==> config.mk <==
export PLATFORM = sky130hd
export DESIGN_NAME = mmu_stall
export DESIGN_NICKNAME = d
export VERILOG_FILES = /design/src/rtl/mmu_stall.sv
export SDC_FILE = /design/constraint.sdc
export NUM_CORES = 1
export LEC_CHECK = 0
export ABC_AREA = 1
export BUFFER_PORTS_ARGS = -buffer_cell sky130_fd_sc_hd__buf_2
export CORE_AREA = 2 2 188 190
export DETAILED_ROUTE_END_ITERATION = 10
export DIE_AREA = 0 0 190 192
export PLACE_DENSITY = 0.43
export SLEW_MARGIN = 15
export SYNTH_ARGS = -nofsm -noshare
export SYNTH_HDL_FRONTEND = slang
export SYNTH_SLANG_ARGS = --single-unit
==> constraint.sdc <==
create_clock -name clk -period 4.5 [get_ports clk]
set_input_delay 0.225 -clock clk [delete_from_list [all_inputs] [get_ports clk]]
set_output_delay 0.225 -clock clk [all_outputs]
set_load 0.01 [all_outputs]
==> src/rtl/mmu_stall.sv <==
// mmu_stall: data-side memory management unit with IO stall handling.
//
// Decodes each data access into RAM, IO or unmapped space. RAM accesses go
// straight to RAM port 1 and complete the following cycle without stalling.
// IO accesses register a one-hot channel select and stall the requester
// until the selected channel acknowledges or the wait counter times out.
// Unmapped addresses and illegal byte enables fault the following cycle.
// Instruction fetch is a pass-through to RAM port 0.
//
// Ports:
//   clk, reset           clock, synchronous active-high reset
//   im_addr / im_do      instruction fetch address / data
//   ram0_addr / ram0_do  RAM port 0 (fetch)
//   dm_*                 data requester side (req, we, addr, di, be,
//                        is_signed in; do, valid, stall, fault out)
//   ram1_*               RAM port 1 (data)
//   io_*                 IO channel bus (registered select/addr/we/data,
//                        per-channel read data and ack)
//
// Build option: MMU_MISALIGN_TRAP_EN -- when defined, the byte enables must
// match dm_addr[1:0] (word at 0, halfword at 0 or 2, byte at its own lane),
// otherwise the access faults. When undefined, dm_be alone selects lanes.

module mmu_stall #(
  parameter int WORD_DEPTH_LOG = 14,
  parameter int IO_CHANNELS    = 4,
  parameter int IO_TIMEOUT     = 255
) (
  input  logic                        clk,
  input  logic                        reset,
  input  logic [31:0]                 im_addr,
  output logic [31:0]                 im_do,
  output logic [WORD_DEPTH_LOG-1:0]   ram0_addr,
  input  logic [31:0]                 ram0_do,
  input  logic                        dm_req,
  input  logic                        dm_we,
  input  logic [31:0]                 dm_addr,
  input  logic [31:0]                 dm_di,
  input  logic [3:0]                  dm_be,
  input  logic                        is_signed,
  output logic [31:0]                 dm_do,
  output logic                        dm_valid,
  output logic                        dm_stall,
  output logic                        dm_fault,
  output logic [WORD_DEPTH_LOG-1:0]   ram1_addr,
  output logic [31:0]                 ram1_di,
  output logic                        ram1_we,
  output logic [3:0]                  ram1_be,
  input  logic [31:0]                 ram1_do,
  output logic [IO_CHANNELS-1:0]      io_sel,
  output logic [7:0]                  io_addr,
  output logic                        io_we,
  output logic [31:0]                 io_data_write,
  input  logic [32*IO_CHANNELS-1:0]   io_data_read,
  input  logic [IO_CHANNELS-1:0]      io_ack
);

  // state    | meaning
  // S_IDLE   | accepting requests; RAM and faulting accesses complete next cycle
  // S_IO_WAIT| IO channel selected, waiting for its ack or the timeout
  localparam logic [0:0] S_IDLE    = 1'b0;
  localparam logic [0:0] S_IO_WAIT = 1'b1;

  localparam logic [15:0] TMO_LAST = 16'(IO_TIMEOUT - 1);

  function automatic logic [31:0] lane_store(input logic [31:0] d, input logic [3:0] be);
    case (be)
      4'b0011: lane_store = {16'h0, d[15:0]};
      4'b1100: lane_store = {d[15:0], 16'h0};
      4'b0001: lane_store = {24'h0, d[7:0]};
      4'b0010: lane_store = {16'h0, d[7:0], 8'h0};
      4'b0100: lane_store = {8'h0, d[7:0], 16'h0};
      4'b1000: lane_store = {d[7:0], 24'h0};
      default: lane_store = d;
    endcase
  endfunction

  function automatic logic [31:0] lane_load(input logic [31:0] w, input logic [3:0] be,
                                            input logic sgn);
    case (be)
      4'b0011: lane_load = {{16{sgn & w[15]}}, w[15:0]};
      4'b1100: lane_load = {{16{sgn & w[31]}}, w[31:16]};
      4'b0001: lane_load = {{24{sgn & w[7]}},  w[7:0]};
      4'b0010: lane_load = {{24{sgn & w[15]}}, w[15:8]};
      4'b0100: lane_load = {{24{sgn & w[23]}}, w[23:16]};
      4'b1000: lane_load = {{24{sgn & w[31]}}, w[31:24]};
      default: lane_load = w;
    endcase
  endfunction

  logic [0:0]             state_q, state_d;
  logic [15:0]            cnt_q, cnt_d;
  logic [IO_CHANNELS-1:0] io_sel_q, io_sel_d;
  logic [7:0]             io_addr_q, io_addr_d;
  logic                   io_we_q, io_we_d;
  logic [31:0]            io_wdata_q, io_wdata_d;
  logic                   dm_valid_q, dm_fault_q, rsp_ram_q, sgn_q;
  logic [31:0]            dm_do_q;
  logic [3:0]             be_q;

  logic ram_hit, io_hit, be_ok, align_ok, acc_ok;
  logic idle, ram_go, io_go, bad_go, ack_hit, tmo_hit;
  logic [31:0] io_rdata;

  assign im_do     = ram0_do;
  assign ram0_addr = im_addr[WORD_DEPTH_LOG+1:2];

  logic unused_im;
  assign unused_im = ^{im_addr[31:WORD_DEPTH_LOG+2], im_addr[1:0]};

  assign ram_hit = (dm_addr[31:WORD_DEPTH_LOG+2] == '0);
  assign io_hit  = dm_addr[31] && (dm_addr[30:12] == '0) &&
                   ({1'b0, dm_addr[11:8]} < 5'(IO_CHANNELS));

  always_comb begin
    case (dm_be)
      4'b1111, 4'b0011, 4'b1100,
      4'b0001, 4'b0010, 4'b0100, 4'b1000: be_ok = 1'b1;
      default:                            be_ok = 1'b0;
    endcase
  end

`ifdef MMU_MISALIGN_TRAP_EN
  always_comb begin
    case (dm_be)
      4'b1111, 4'b0011, 4'b0001: align_ok = (dm_addr[1:0] == 2'd0);
      4'b1100, 4'b0100:          align_ok = (dm_addr[1:0] == 2'd2);
      4'b0010:                   align_ok = (dm_addr[1:0] == 2'd1);
      4'b1000:                   align_ok = (dm_addr[1:0] == 2'd3);
      default:                   align_ok = 1'b0;
    endcase
  end
`else
  assign align_ok = 1'b1;
`endif

  assign acc_ok  = be_ok && align_ok;
  assign idle    = (state_q == S_IDLE);
  assign ram_go  = idle && dm_req && ram_hit && acc_ok;
  assign io_go   = idle && dm_req && io_hit && acc_ok;
  assign bad_go  = idle && dm_req && !((ram_hit || io_hit) && acc_ok);
  assign ack_hit = !idle && |(io_ack & io_sel_q);
  // An ack in the same cycle as the timeout wins.
  assign tmo_hit = !idle && !ack_hit && (cnt_q == TMO_LAST);

  // Stall drops in the cycle the IO access resolves, so the requester moves
  // on at that edge and the held request is not re-accepted in IDLE.
  assign dm_stall = io_go || (!idle && !ack_hit && !tmo_hit);

  assign ram1_addr = dm_addr[WORD_DEPTH_LOG+1:2];
  assign ram1_di   = lane_store(dm_di, dm_be);
  assign ram1_we   = ram_go && dm_we;
  assign ram1_be   = ram_go ? dm_be : 4'b0000;

  always_comb begin
    io_rdata = '0;
    for (int c = 0; c < IO_CHANNELS; c++) begin
      if (io_sel_q[c]) io_rdata = io_rdata | io_data_read[c*32 +: 32];
    end
  end

  always_comb begin
    state_d    = state_q;
    cnt_d      = cnt_q;
    io_sel_d   = io_sel_q;
    io_addr_d  = io_addr_q;
    io_we_d    = io_we_q;
    io_wdata_d = io_wdata_q;
    if (idle) begin
      if (io_go) begin
        state_d    = S_IO_WAIT;
        cnt_d      = '0;
        io_sel_d   = IO_CHANNELS'(1) << dm_addr[11:8];
        io_addr_d  = dm_addr[7:0];
        io_we_d    = dm_we;
        io_wdata_d = lane_store(dm_di, dm_be);
      end
    end else if (ack_hit || tmo_hit) begin
      state_d  = S_IDLE;
      io_sel_d = '0;
      io_we_d  = 1'b0;
    end else begin
      cnt_d = cnt_q + 16'd1;
    end
  end

  always_ff @(posedge clk) begin
    if (reset) begin
      state_q    <= S_IDLE;
      cnt_q      <= '0;
      io_sel_q   <= '0;
      io_addr_q  <= '0;
      io_we_q    <= 1'b0;
      io_wdata_q <= '0;
      dm_valid_q <= 1'b0;
      dm_fault_q <= 1'b0;
      dm_do_q    <= '0;
      rsp_ram_q  <= 1'b0;
      be_q       <= '0;
      sgn_q      <= 1'b0;
    end else begin
      state_q    <= state_d;
      cnt_q      <= cnt_d;
      io_sel_q   <= io_sel_d;
      io_addr_q  <= io_addr_d;
      io_we_q    <= io_we_d;
      io_wdata_q <= io_wdata_d;
      dm_valid_q <= ram_go || bad_go || ack_hit || tmo_hit;
      dm_fault_q <= bad_go || tmo_hit;
      rsp_ram_q  <= ram_go;
      if (idle && dm_req) begin
        be_q  <= dm_be;
        sgn_q <= is_signed;
      end
      if (ack_hit)              dm_do_q <= lane_load(io_rdata, be_q, sgn_q);
      else if (bad_go || tmo_hit) dm_do_q <= '0;
    end
  end

  // RAM read data arrives the cycle after the address, so it is extended
  // combinationally in the response cycle.
  assign dm_do         = rsp_ram_q ? lane_load(ram1_do, be_q, sgn_q) : dm_do_q;
  assign dm_valid      = dm_valid_q;
  assign dm_fault      = dm_fault_q;
  assign io_sel        = io_sel_q;
  assign io_addr       = io_addr_q;
  assign io_we         = io_we_q;
  assign io_data_write = io_wdata_q;

endmodule

* Word level (Yosys, flattened, before mapping)
Index checks and enable logic that the tools add are counted.
** Storage, ports and cells
- Input bits :: 301
- Output and inout port bits :: 177
- Register bits after elaboration :: 102
- Logic and storage cells :: 101
** Operators by class
- Add/subtract/negate cells :: 1
- Shift operators :: 1
- $lt $le $gt $ge :: 1
- Equal/unequal tests :: 16
- Multiplexer cells :: 24
- Reductions and logical operators :: 33
- Bitwise operators :: 13
** Operators with widths (count)
- $pmux W32 S6 :: 3
- $mux W32 :: 7
- $or A32 B32 Y32 :: 3
- $mux W16 :: 3
- $eq A4 B4 Y1 const B :: 5
- $logic_not A19 Y1 :: 1
- $add A16 B1 Y16 const B :: 1
- $eq A16 B8 Y1 const B :: 1
- $eq A4 B2 Y1 const B :: 4
- $logic_not A16 Y1 :: 1
- $mux W4 :: 4
- $logic_and A1 B1 Y1 :: 14
- $and A1 B1 Y1 :: 8
- $eq A4 B1 Y1 const B :: 2
- $eq A4 B3 Y1 const B :: 2
- $logic_or A1 B1 Y1 :: 7
- $mux W1 :: 7
- $reduce_or A7 Y1 :: 1
- $reduce_and A2 Y1 :: 3
- $and A4 B4 Y4 :: 1
- $lt A4 B3 Y1 const B :: 1
- $reduce_bool A2 Y1 :: 2
- $reduce_or A4 Y1 :: 1
- $shl A1 B4 Y4 const A :: 1
- other kinds (4) :: 6

* Longest topological paths before layout
Gate-level depths: netlist of run 1.
- Depth after elaboration :: 10
- Depth in mapped cells :: 12
- Depth with buffers taken out :: 11

* Worst setup path before layout of run 1
OpenSTA, ideal clock, no wires.
- Path kind :: reg2out
- Start :: register be_q[2]
- End :: output port dm_do[21]
- Path buffers :: 1
- Data arrival time :: 1.424 ns
- Stages on the path, launching flop included :: 11
- Required time :: 4.275 ns
- Path slack :: 2.851 ns
- Cell sequence :: dfxtp_1 -> nor2_2 -> nand2_1 -> nor2_1 -> nand2_1 -> nand2_1 -> o21ai_2 -> nand2_4 -> buf_6 -> o22ai_1 -> inv_1
** On the way
- Word-level cells in the longest chain between the ends :: 3
- Elaborated cells between the ends (all ways) :: 8
- Classes of those cells :: eq/ne (6); mux (2)
** RTL lines
- from (decl) :: RTL line 99 : logic [3:0] be_q;
- from (signal assigned) :: RTL line 212 : be_q <= dm_be;
- $eq A4 B4 Y1, or another cell as far along :: RTL line 80 : case (be)
- $pmux W32 S6 (*) :: RTL line 80
- $mux W32 (*) :: RTL line 222 : assign dm_do = rsp_ram_q ? lane_load(ram1_do, be_q, sgn_q) : dm_do_q;
- to (decl) :: RTL line 41 : output logic [31:0] dm_do,
Every way passes the cells marked *; elsewhere a longest branch is shown, timed or not.

* Final worst setup path of run 1
- Start :: register state_q
- End :: output port dm_stall
** On the way
- Word-level cells in the longest chain between the ends :: 7
- Elaborated cells between the ends (all ways) :: 11
- Classes of those cells :: bitwise (1); reduce/logical (10)
** RTL lines
- from (decl) :: RTL line 91 : logic [0:0] state_q, state_d;
- from (signal assigned) :: RTL line 202 : state_q <= state_d;
- $logic_and A1 B1 Y1 :: RTL line 142 : assign ack_hit = !idle && |(io_ack & io_sel_q);
- $logic_not A1 Y1 :: RTL line 144, 148
- $logic_and A1 B1 Y1 :: RTL line 144, 148
- $logic_and A1 B1 Y1 :: RTL line 144 : assign tmo_hit = !idle && !ack_hit && (cnt_q == TMO_LAST);
- $logic_not A1 Y1 :: RTL line 148 : assign dm_stall = io_go || (!idle && !ack_hit && !tmo_hit);
- $logic_and A1 B1 Y1 :: RTL line 148
- $logic_or A1 B1 Y1 (*) :: RTL line 148
- to (decl) :: RTL line 43 : output logic dm_stall,
Marked as above.

==> results of run 1 <==
-- cell families after synthesis --
kind of cell / after synthesis / synth area share, %
flops: 102 / 27.58
xor+xnor: 6 / 0.7098
compound gates: 184 / 14.75
buf+inv: 217 / 15.45
fa+ha+maj: 2 / 0.3380
simple gates: 730 / 41.17
-- through the flow --
| stage | power (mW) | cells | utilization (%) |
|---|---|---|---|
| global route | 2.216 | 1961 | 27.30 |
| floorplan | 1.155 | 1241 | - |
| global placement | 1.310 | 1945 | 26.45 |
| CTS | 2.148 | 1961 | 27.30 |
| finish | 2.106 | 1964 | 27.32 |
| detailed placement | 1.311 | 1945 | 26.45 |
-- layer usage --
| metal | wire [um] | GRT usage [%] |
|---|---|---|
| met1 | 14080 | 21.14 |
| met5 | 0 | 0 |
| met3 | 2711 | 4.604 |
| met4 | 728 | 5.158 |
| met2 | 16050 | 32.41 |
-- power breakdown --
| group | switching (mW) | leakage [nW] | internal, mW |
|---|---|---|---|
| clock network | 0.416 | 0.143 | 0.402 |
| registers | 0.00503 | 0.823 | 0.906 |
| logic | 0.241 | 3.67 | 0.137 |
| total | 0.662 | 4.64 | 1.44 |
-- flip-flops by register name (all words and copies together) (netlist names), 4 cells and up --
name	flops
cnt_q	16
io_data_write	32
dm_do_q	32
io_addr	8
be_q	4
io_sel	4
-- cell usage after synthesis (2+ instances only) --
master	instances
a32o_1	8
a31oi_1	12
nor2_2	5
dfxtp_1	102
inv_2	7
clkbuf_1	21
o21ai_1	4
or2_2	3
buf_1	3
nand3_1	94
o21ai_0	25
nand3_4	2
o22ai_1	17
buf_2	26
a21oi_1	92
xor2_1	6
clkinv_1	2
nand2_1	482
buf_4	70
o21ai_2	11
buf_6	4
nor2_4	4
nand2_2	4
nand2_4	2
nor2_1	103
o2111ai_1	7
nand4_1	21
inv_1	82
nor3_1	5
ha_1	2
a41oi_1	5
-- path summary, 6_finish.rpt --
check	from	slack, ps	cells after the start	to
min reg2reg	io_addr[3]$_SDFFE_PP0P_	450	2	io_addr[3]$_SDFFE_PP0P_
max reg2reg	state_q$_SDFF_PP0_	1880	7	io_data_write[2]$_SDFFE_PP0P_
max	state_q$_SDFF_PP0_	1470	6	dm_stall
min	dm_addr[1]	50	3	io_addr[1]$_SDFFE_PP0P_
-- worst min-delay path, stage by stage --
cell and delay [ps]:
buf_2 80, nand2_1 40, nand2_1 40
-- final cells by class --
type / instances / area share (%)
clock buffer: 10 / 2.551
antenna: 3 / 0.08013
timing repair buffer: 374 / 20.17
sequential: 102 / 21.79
tap: 455 / 6.076
multi-input combinational: 922 / 45.06
clock inverter: 6 / 0.5609
inverter: 92 / 3.713
==> impl_metrics.json, run 1 <==
{
  "nFillCells": 3979,
  "ant_nets": 0,
  "dpl_worst_slack_ps": 1723,
  "gp_congestion": 0.8629,
  "grtUsageTotal_pct": 18.06,
  "rsz0062_at_grt": "no",
  "vdd_drop_max_mv": 0.1352,
  "cp_top_family": "simple AND/OR/NAND/NOR gates",
  "cap_violations": 0,
  "synthArstFlopShare_pct": 0,
  "dieArea_um2": 36480,
  "clock_sinks": 102,
  "grt_pass1_vias": 8811,
  "yosys-top-cells-area": "dfxtp_1 28%, nand2_1 24%, buf_4 7.1%",
  "cts_tree": "built",
  "period_needed_ps": 3026,
  "drc_errors": 0,
  "worstPathRequired_ps": 4280,
  "worstMarginPinSlew_ps": 1068,
  "ys_types": 41,
  "place_area_um2": 9070,
  "ys.flop_type": "dfxtp_1",
  "clk_latency_ps": 360,
  "syn_inst": 1241,
  "cts.repair.resized": 0,
  "worstPathMaxFanout": 20,
  "holdBufCountCts": 0,
  "slowest_stage": "nand2_1",
  "setup_slack_ps": 1474,
  "die_h_um": 192,
  "tns_ps": 0,
  "setup_viol": 0,
  "path_cells": "inv_1, nand2_1, inv_1, nand3_4, nand2_1, buf_2",
  "overflow": 0,
  "first_pass_iters": 5,
  "worst_clock_skew_ps": 17.63,
  "hpwlAfterDp_um": 26320,
  "critPathMaxStageDelay_ps": 590,
  "path_buf_inv": 3,
  "syn_nets": 1544,
  "clk_path_buf_depth": 2,
  "fin_crit_sh_pct": 67.25,
  "slew_headroom_pct": 28.65,
  "ys_seq_area_share_pct": 27.58,
  "synth-edff-count": 0,
  "layout_common_cells": "482 x nand2_1, 367 x buf_2, 103 x nor2_1, 102 x dfxtp_1, 94 x nand3_1",
  "start_util_pct": 21.59,
  "startpoint_type": "flip-flop",
  "crit_path_end_kind": "output port",
  "status": "completed",
  "holdWs_ps": 52.29,
  "vias": 8954,
  "power_leakage_nw": 4.640,
  "seq_area_um2": 2042,
  "drt_iter0_drc": 371,
  "io_buffers": 367,
  "num_io_pins": 478,
  "vias_per_cell": 4.559,
  "ys_ff_latch": 102,
  "drive_gt1_share_pct": 28.62,
  "postSynthAreaPerCell_um2": 5.966,
  "path_class": "flip-flop to output port",
  "fmaxAchievable_ghz": 0.3304,
  "htreeDepth": 3,
  "wl_per_cell_um": 17.10,
  "final_nets": 1804,
  "hold_viol": 0,
  "grt_max_degree": 54,
  "routed_wl_um": 33580,
  "multi_input_area_um2": 4222,
  "worstPathArrival_ps": 2800,
  "p_per_area_nw_per_um2": 224.8,
  "root_buffer": "clkbuf_16",
  "numCtsBuffers": 9,
  "num_rows": 68,
  "cts_setup_buffers": 0,
  "hold_path_class": "input port to flip-flop",
  "grt_pass1_wl_um": 50430,
  "yosysTopAreaCell": "dfxtp_1",
  "grt_antenna_before_repair": 2,
  "final_common_cell": "nand2_1",
  "dieWidth_um": 190,
  "syn_area_um2": 7403,
  "synth_warnings": 0,
  "clkTransAtPathRegs_ps": 80,
  "final_area_um2": 9369,
  "core-area_um2": 34290,
  "slew_viol_final": 0,
  "synth_top_area_share_pct": 27.58,
  "area_growth_pct": 26.55
}
Power figures use the tool's default switching activity.
==> run 2, diff against run 1 <==
PLACE_DENSITY = 0.45   (was 0.43)
clock period = 2.73 ns   (was 4.5 ns; I/O delays follow)
==> impl_metrics.json, run 2 (synthesis results as in run 1) <==
{
  "area_growth_pct": 29.31,
  "htreeDepth": 3,
  "routed_wl_um": 34200,
  "die_h_um": 192,
  "grtUsageTotal_pct": 18.27,
  "start_util_pct": 21.59,
  "reg2reg_from": "io_sel[3]$_SDFFE_PP0P_",
  "cts_tree": "built",
  "final_nets": 1831,
  "r2r_setup_slack_ps": 580,
  "gp_congestion": 0.8783,
  "hold_viol": 0,
  "wl_per_cell_um": 17.20,
  "setup_slack_ps": 216.8,
  "overflow": 0,
  "first_pass_iters": 5,
  "setup_viol": 0,
  "hpwlAfterDp_um": 27470,
  "grt_pass1_vias": 8748,
  "clkTransAtPathRegs_ps": 80,
  "worstPathMaxFanout": 17,
  "layout_common_cells": "481 x nand2_1, 367 x buf_2, 103 x nor2_1, 102 x dfxtp_1, 94 x nand3_1",
  "path_cells": "nor2_2, inv_1, nand2_1, nand2_2, inv_1, nand2_1, nand4_1, nand2_1, nand2_1, buf_2",
  "worstMarginPinSlew_ps": 1046,
  "power_leakage_nw": 4.759,
  "holdPathEnd": "io_addr[7]$_SDFFE_PP0P_",
  "path_buf_inv": 3,
  "vdd_drop_max_mv": 0.2704,
  "status": "completed",
  "dieWidth_um": 190,
  "cap_violations": 0,
  "ant_nets": 0,
  "cp_top_family": "simple AND/OR/NAND/NOR gates",
  "hold_path_depth": 3,
  "clk_path_buf_depth": 2,
  "root_buffer": "clkbuf_16",
  "core-area_um2": 34290,
  "dpl_worst_slack_ps": 442.7,
  "slowest_stage": "inv_1",
  "slew_headroom_pct": 30.11,
  "worst-r2r-cell-count": 8,
  "grt_antenna_before_repair": 3,
  "tns_ps": 0,
  "fmaxAchievable_ghz": 0.3979,
  "hold_path_class": "input port to flip-flop",
  "nFillCells": 3972,
  "min-delay-start": "dm_addr[7]",
  "multi_input_area_um2": 4220,
  "worstPathRequired_ps": 2590,
  "clk_latency_ps": 360,
  "clock_sinks": 102,
  "critPathMaxStageDelay_ps": 610,
  "rsz0062_at_grt": "no",
  "fin_crit_sh_pct": 92.06,
  "drc_errors": 0,
  "period_needed_ps": 2513,
  "crit_top_cell": "nand2_1",
  "drive_gt1_share_pct": 29.37,
  "vias": 9065,
  "crit_path_end_kind": "output port",
  "numCtsBuffers": 9,
  "num_io_pins": 478,
  "dieArea_um2": 36480,
  "worst_clock_skew_ps": 11.11,
  "startpoint_type": "flip-flop",
  "seq_area_um2": 2042,
  "path_class": "flip-flop to output port",
  "p_per_area_nw_per_um2": 361.1,
  "num_rows": 68,
  "vias_per_cell": 4.560,
  "worstPathArrival_ps": 2380,
  "io_buffers": 367,
  "rr_endpoint": "io_we$_SDFFE_PP0P_",
  "grt_pass1_wl_um": 50640,
  "grt_max_degree": 53,
  "slew_viol_final": 0,
  "drt_iter0_drc": 464,
  "final_common_cell": "nand2_1"
}
run 2: cell type report:
| cell class | instances | share of cell area, % |
|---|---|---|
| diodes | 1 | 0.02614 |
| clock buffers | 9 | 2.353 |
| clock inverters | 6 | 0.5882 |
| inverters | 92 | 3.634 |
| multi-input cells | 922 | 44.09 |
| flip-flops and latches | 102 | 21.33 |
| well taps | 455 | 5.947 |
| repair buffers | 401 | 22.04 |
run 2: metal layers:
layer / GRT usage (%) / vias to the layer above / share of wire [%]
met5: 0 / - / 0.11
met4: 7.245 / 6 / 3.2
met3: 4.805 / 46 / 7.9
met2: 31.89 / 401 / 48
met1: 21.24 / 4092 / 41
li1: - / 4520 / -
run 2: tightest hold or removal path: stages:
cell	delay [ps]
buf_2	100
nand2_1	60
nand2_1	50
run 2: through the flow:
stage | power (mW) | hold slack (ps) | utilization, % | cells | cell area (um^2)
2_1_floorplan | 1.904 | 239.6 | - | 1241 | 7403
3_3_place_gp | 2.178 | 273.1 | 26.88 | 1965 | 9216
3_5_place_dp | 2.176 | 273.1 | 26.88 | 1965 | 9216
4_1_cts | 3.508 | 5.659 | 27.90 | 1987 | 9568
5_1_grt | 3.622 | 32.95 | 27.91 | 1987 | 9570
6_report | 3.456 | 9.004 | 27.92 | 1988 | 9573
run 2: timing repair:
item | 4_1_cts | 5_1_grt
hold buffers | 7 | 0
hold endpoints to repair | 7 | 0
gates resized for setup | 0 | 1
setup buffers | 0 | 0
setup endpoints to repair | 0 | 6
run 2: power by group:
group / switching, mW / internal [mW]
combinational: 0.401 / 0.247
sequential: 0.00811 / 1.49
clock: 0.672 / 0.636
total: 1.08 / 2.38
run 2: worst max path at each step:
| stage | endpoint | slack, ps | from | depth (start not counted) |
|---|---|---|---|---|
| floorplan | dm_do_q[22]$_SDFFE_PP0P_ | 1150 | io_sel[3]$_SDFFE_PP0P_ | 12 |
| global placement | cnt_q[3]$_SDFFE_PP0P_ | 400 | dm_be[1] | 11 |
| detailed placement | cnt_q[3]$_SDFFE_PP0P_ | 440 | dm_be[1] | 11 |
| CTS | dm_do[5] | 160 | be_q[2]$_SDFFE_PP0P_ | 8 |
| global route | dm_do[15] | 10 | be_q[2]$_SDFFE_PP0P_ | 10 |
| finish | dm_do[15] | 220 | be_q[2]$_SDFFE_PP0P_ | 10 |
